### src/rtl/vga_sync_gen.sv
// VGA timing generator: pixel-rate divider, horizontal/vertical counters and registered sync/blank outputs.
// Define VGA_FRAME_TICK_EN to build the frame_tick start-of-frame pulse; otherwise frame_tick is tied low.
module vga_sync_gen #(
    parameter int PIX_DIV     = 4,
    parameter int H_TOTAL     = 800,
    parameter int H_SYNC      = 96,
    parameter int H_ACT_START = 144,
    parameter int H_ACT_END   = 783,
    parameter int V_TOTAL     = 525,
    parameter int V_SYNC      = 2,
    parameter int V_ACT_START = 35,
    parameter int V_ACT_END   = 514
) (
    input  logic       clk,
    input  logic       rst,
    output logic       pix_en,
    output logic [9:0] hCount,
    output logic [9:0] vCount,
    output logic       hSync,
    output logic       vSync,
    output logic       bright,
    output logic       frame_tick
);

    logic [3:0] div_r;
    logic       div_wrap_s;
    logic       h_wrap_s;
    logic       v_wrap_s;
    logic [9:0] h_next_s;
    logic [9:0] v_next_s;

    // Next pixel position; the decoded outputs are registered from it so they line up with the counters.
    always_comb begin
        div_wrap_s = (div_r == 4'(PIX_DIV - 1));
        h_wrap_s   = (hCount == 10'(H_TOTAL - 1));
        v_wrap_s   = (vCount == 10'(V_TOTAL - 1));
        h_next_s   = hCount + 10'd1;
        v_next_s   = vCount;
        if (h_wrap_s) begin
            h_next_s = 10'd0;
            if (v_wrap_s) begin
                v_next_s = 10'd0;
            end else begin
                v_next_s = vCount + 10'd1;
            end
        end else begin
            h_next_s = hCount + 10'd1;
        end
    end

    // Clock divider and one-clk pixel enable.
    always_ff @(posedge clk) begin
        if (rst) begin
            div_r  <= 4'd0;
            pix_en <= 1'b0;
        end else begin
            pix_en <= div_wrap_s;
            if (div_wrap_s) begin
                div_r <= 4'd0;
            end else begin
                div_r <= div_r + 4'd1;
            end
        end
    end

    // Position counters with sync and visible-window decode, all advancing together on pix_en.
    always_ff @(posedge clk) begin
        if (rst) begin
            hCount <= 10'd0;
            vCount <= 10'd0;
            hSync  <= 1'b0;
            vSync  <= 1'b0;
            bright <= 1'b0;
        end else if (pix_en) begin
            hCount <= h_next_s;
            vCount <= v_next_s;
            hSync  <= (h_next_s >= 10'(H_SYNC));
            vSync  <= (v_next_s >= 10'(V_SYNC));
            bright <= (h_next_s >= 10'(H_ACT_START)) && (h_next_s <= 10'(H_ACT_END)) &&
                      (v_next_s >= 10'(V_ACT_START)) && (v_next_s <= 10'(V_ACT_END));
        end else begin
            hCount <= hCount;
            vCount <= vCount;
            hSync  <= hSync;
            vSync  <= vSync;
            bright <= bright;
        end
    end

`ifdef VGA_FRAME_TICK_EN
    // Start-of-frame pulse: set only by the counter wrap, never by reset.
    always_ff @(posedge clk) begin
        if (rst) begin
            frame_tick <= 1'b0;
        end else begin
            frame_tick <= pix_en & h_wrap_s & v_wrap_s;
        end
    end
`else
    assign frame_tick = 1'b0;
`endif

endmodule

### config.mk
export PLATFORM = sky130hd
export DESIGN_NAME = vga_sync_gen
export DESIGN_NICKNAME = d
export VERILOG_FILES = /design/src/rtl/vga_sync_gen.sv
export SDC_FILE = /design/constraint.sdc
export NUM_CORES = 1
export LEC_CHECK = 0
export ABC_AREA = 1
export BUFFER_PORTS_ARGS = -buffer_cell sky130_fd_sc_hd__clkbuf_2
export CAP_MARGIN = 20
export CORE_ASPECT_RATIO = 0.5
export CORE_MARGIN = 3
export CORE_UTILIZATION = 45
export DETAILED_ROUTE_END_ITERATION = 7
export GPL_TIMING_DRIVEN = 0
export PLACE_DENSITY_LB_ADDON = 0.2
export SYNTH_ARGS = -nofsm -noshare
export SYNTH_HDL_FRONTEND = slang
export SYNTH_SLANG_ARGS = --single-unit
### constraint.sdc
create_clock -name clk -period 5.05 [get_ports clk]
set_input_delay 0.505 -clock clk [delete_from_list [all_inputs] [get_ports clk]]
set_output_delay 0.505 -clock clk [all_outputs]
set_load 0.01 [all_outputs]
==> out/qor.csv <==
stage;metric;value;unit
power_and_ir_drop;seq_power_share;0.538;
floorplanning;io_pins;27;
clock_network;cts_inserted_buffers;3;
timing;rsz0062_at_grt;no;
status;run_status;finished, final reports clean;
critical_path;timing.reg2reg.setup_slack;3.01;ns
clock_network;cts_repair_resize_count;0;
synthesis;ys_types;35;
critical_path;critical_path.endpoint_type;flop;
timing;final_max_slew_viol_count;0;
critical_path;worstSetupStartpointType;flop;
synthesis;synth_top_cell_by_area;sky130_fd_sc_hd__dfxtp_1;
critical_path;worst-path-buf-inv;0;
finish;area_growth_syn_to_layout;13.55;%
floorplanning;floorplan.rows;15;
global_routing;track_usage;0.1894;
timing;layout_min_cycle_time;2.043;ns
synthesis;post_synth.cell_area_avg;6.500;um2
power_and_ir_drop;design_power_total;449.3;uW
finish;number_of_nets_in_the_layout;314;
route;drtIter0Drc;79;
critical_path;critPathTopFamily;simple AND/OR/NAND/NOR gates;
route;route.vias.total;1808;
critical_path;critPathRequiredTime;5.22;ns
clock_network;cts_tree;done;
finish;most_used_cells_in_the_layout_excluding_fill_and_tap_cells;sky130_fd_sc_hd__nand2_1 (76), sky130_fd_sc_hd__inv_1 (41), sky130_fd_sc_hd__dfxtp_1 (28), sky130_fd_sc_hd__clkbuf_2 (25), sky130_fd_sc_hd__nor2_1 (24);
run;cap_viol_max_count;0;
synthesis;postSynth.asyncResetShare;0;
synthesis;synth_top_cells_by_area;sky130_fd_sc_hd__dfxtp_1 (31%), sky130_fd_sc_hd__nand2_1 (16%), sky130_fd_sc_hd__inv_1 (8.5%), sky130_fd_sc_hd__a21oi_1 (5.0%), sky130_fd_sc_hd__nand3_1 (5.0%);
power_and_ir_drop;sw_ratio;0.2820;
finish;fillCellCount;367;
critical_path;crit_path_slowest_cell;sky130_fd_sc_hd__dfxtp_1;
synthesis;synth-main-ff-cell;sky130_fd_sc_hd__dfxtp_1;
finish;post_route_cells_drive_above_1_share;0.1765;
power_and_ir_drop;comb_power_share;0.132;
clock_network;clk_pin_slew;0.10;ns
route;average_routed_wire_per_standard_cell;12.35;um
floorplanning;fp.dieH;50.73;um
synthesis;postSynthNetCount;284;
clock_network;clock_tree.buffer_depth;2;
power_and_ir_drop;worst_ir_drop_vdd;0.09477;mV
global_routing;global_route.overflow_total;0;
synthesis;yosys_warnings;0;
critical_path;crit_path_max_incr_delay;0.42;ns
min_path;min_path_type;reg -> reg;
route;routed_wl;4.410;mm
place;placed_area;0.001989;mm2
critical_path;worst-setup-path-type;reg -> reg;
floorplanning;floorplan.die_area;0.004842;mm2
synthesis;synth_enable_flop_cells;0;
timing;final.setup_skew;0.005932;ns
synthesis;post_synth_instance_area;0.001800;mm2
clock_network;clkSinkCount;28;
route;drt_pre_antenna_iters;4;
floorplanning;die_w;95.46;um
timing;min_period_over_period;0.4046;
synthesis;synth_sequential_area_ratio;0.3113;
synthesis;synth.ff_latch_count;28;
clock_network;h-tree-depth;1;
timing;final_hold_viol_count;0;
global_routing;antenna_found_initial;0;
floorplanning;floorplan.initialDensity;0.4971;
power_and_ir_drop;internal_power;322.6;uW
floorplanning;core_area;0.003622;mm2
global_routing;vias_in_the_first_global_route;1549;
power_and_ir_drop;powerDensity;219.8;mW/mm2
synthesis;synth_top_cell_area_share;0.3113;
route;route.detailed.drc;0;
place;buffer_ports.inserted;25;
critical_path;cp_data_arrival_time;2.22;ns
global_routing;grt_start_max_net_pins;16;
clock_network;postCtsSetupRepairBufs;0;
critical_path;critical_path.cell_chain;ha_1 -> nand3_2 -> nor2_2 -> nand2_2 -> or2_1 -> nand3_1 -> nand2_1 -> nor2_1 -> nand2_1 -> nand3_2 -> a21oi_2;
timing;fin_tns_setup;0;ns
route;final_antenna_net_count;0;
power_and_ir_drop;leakagePower;0.001063;uW
clock_network;cts.root.buffer_cell;sky130_fd_sc_hd__clkbuf_8;
finish;final_design_area_no_fill;0.002044;mm2
power_and_ir_drop;clock_network_fraction_of_design_power;0.329;
timing;max_freq;0.4894;GHz
critical_path;cp_max_fo;6;
route;vias_per_cell;5.064;
clock_network;clk_latency;0.29;ns
clock_network;cts_hold_buf;0;
place;hpwl;3.358;mm
place;gp_congestion;0.8688;
timing;setup_viol_count_final;0;
global_routing;grt_pass1_wl;7.113;mm
finish;num_antenna_cells;0;
synthesis;post_synth_inst_count;277;
power_and_ir_drop;power.switching;126.7;uW
finish;most_frequent_standard_cell_in_the_layout_excluding_fill_and_tap_cells;sky130_fd_sc_hd__nand2_1;
## power groups by stage
| stage | Clock (uW) | Sequential (uW) | Combinational, uW |
|---|---|---|---|
| 2_1_floorplan | 0 | 248 | 38.7 |
| 3_3_place_gp | 0 | 247 | 57.8 |
| 3_5_place_dp | 0 | 247 | 59.0 |
| 4_1_cts | 150 | 242 | 59.4 |
| 5_1_grt | 161 | 244 | 68.2 |
| 6_report | 148 | 242 | 59.4 |
## sequential cells by signal, indices dropped and copies added, names as in the netlist
name / count
pix_en: 1
hSync: 1
div_r: 4
bright: 1
vSync: 1
vCount: 10
hCount: 10
## per-layer routing
| metal | global-route usage | share of wire |
|---|---|---|
| met2 | 0.2874 | 0.42 |
| met3 | 0.05090 | 0.076 |
| met4 | 0.04245 | 0.0070 |
| met1 | 0.2674 | 0.49 |
| met5 | 0 | 0 |
## per-stage QoR
step	util	setup WS, ns	hold slack, ns	instances
after global routing	0.5644	2.814	0.4750	357
after CTS	0.5644	3.011	0.4542	357
after detailed placement	0.5492	3.024	0.4374	353
final	0.5644	3.007	0.4484	357
after global placement	0.5492	3.078	0.4310	353
after floorplan	-	3.264	0.4176	277
## Yosys cell counts (2+ instances only)
master,n
sky130_fd_sc_hd__inv_1,41
sky130_fd_sc_hd__nand2_2,3
sky130_fd_sc_hd__buf_6,2
sky130_fd_sc_hd__o21ai_0,18
sky130_fd_sc_hd__o211ai_1,4
sky130_fd_sc_hd__xor2_1,2
sky130_fd_sc_hd__nand3_2,4
sky130_fd_sc_hd__nand4_1,6
sky130_fd_sc_hd__nor2_4,2
sky130_fd_sc_hd__dfxtp_1,28
sky130_fd_sc_hd__a21oi_1,18
sky130_fd_sc_hd__nand3_1,18
sky130_fd_sc_hd__a31oi_1,2
sky130_fd_sc_hd__nor2_2,3
sky130_fd_sc_hd__inv_2,2
sky130_fd_sc_hd__nand2_1,76
sky130_fd_sc_hd__ha_1,5
sky130_fd_sc_hd__nor3_1,2
sky130_fd_sc_hd__nor2_1,24
sky130_fd_sc_hd__clkbuf_1,2
## cells by family after synthesis
group                    count (synthesis)  synth area share
AO/OA/AOI/OAI                           44            0.1327
XOR/XNOR                                 2          0.009731
adder cells (fa/ha/maj)                  5           0.03475
buffers and inverters                   51            0.1202
flip-flops                              28            0.3113
other                                    1          0.002083
AND/OR/NAND/NOR                        146            0.3892
## worst paths after layout
check,depth (start not counted),startpoint,to
setup / recovery,11,hCount[0],bright
hold / removal,1,div_r[0],div_r[0]
hold reg to reg,1,div_r[0],div_r[0]
setup reg to reg,11,hCount[0],bright
## cell type report
class	instances	area [um2]	area share
Clock buffer	4	55.05	0.02693
Multi-Input combinational cell	198	1023	0.5006
Inverter	44	165.2	0.08078
Sequential cell	28	560.5	0.2742
Tap cell	51	63.81	0.03121
Timing Repair Buffer	25	125.1	0.06120
Buffer	7	51.30	0.02509
(Power assumes the default switching activity.)
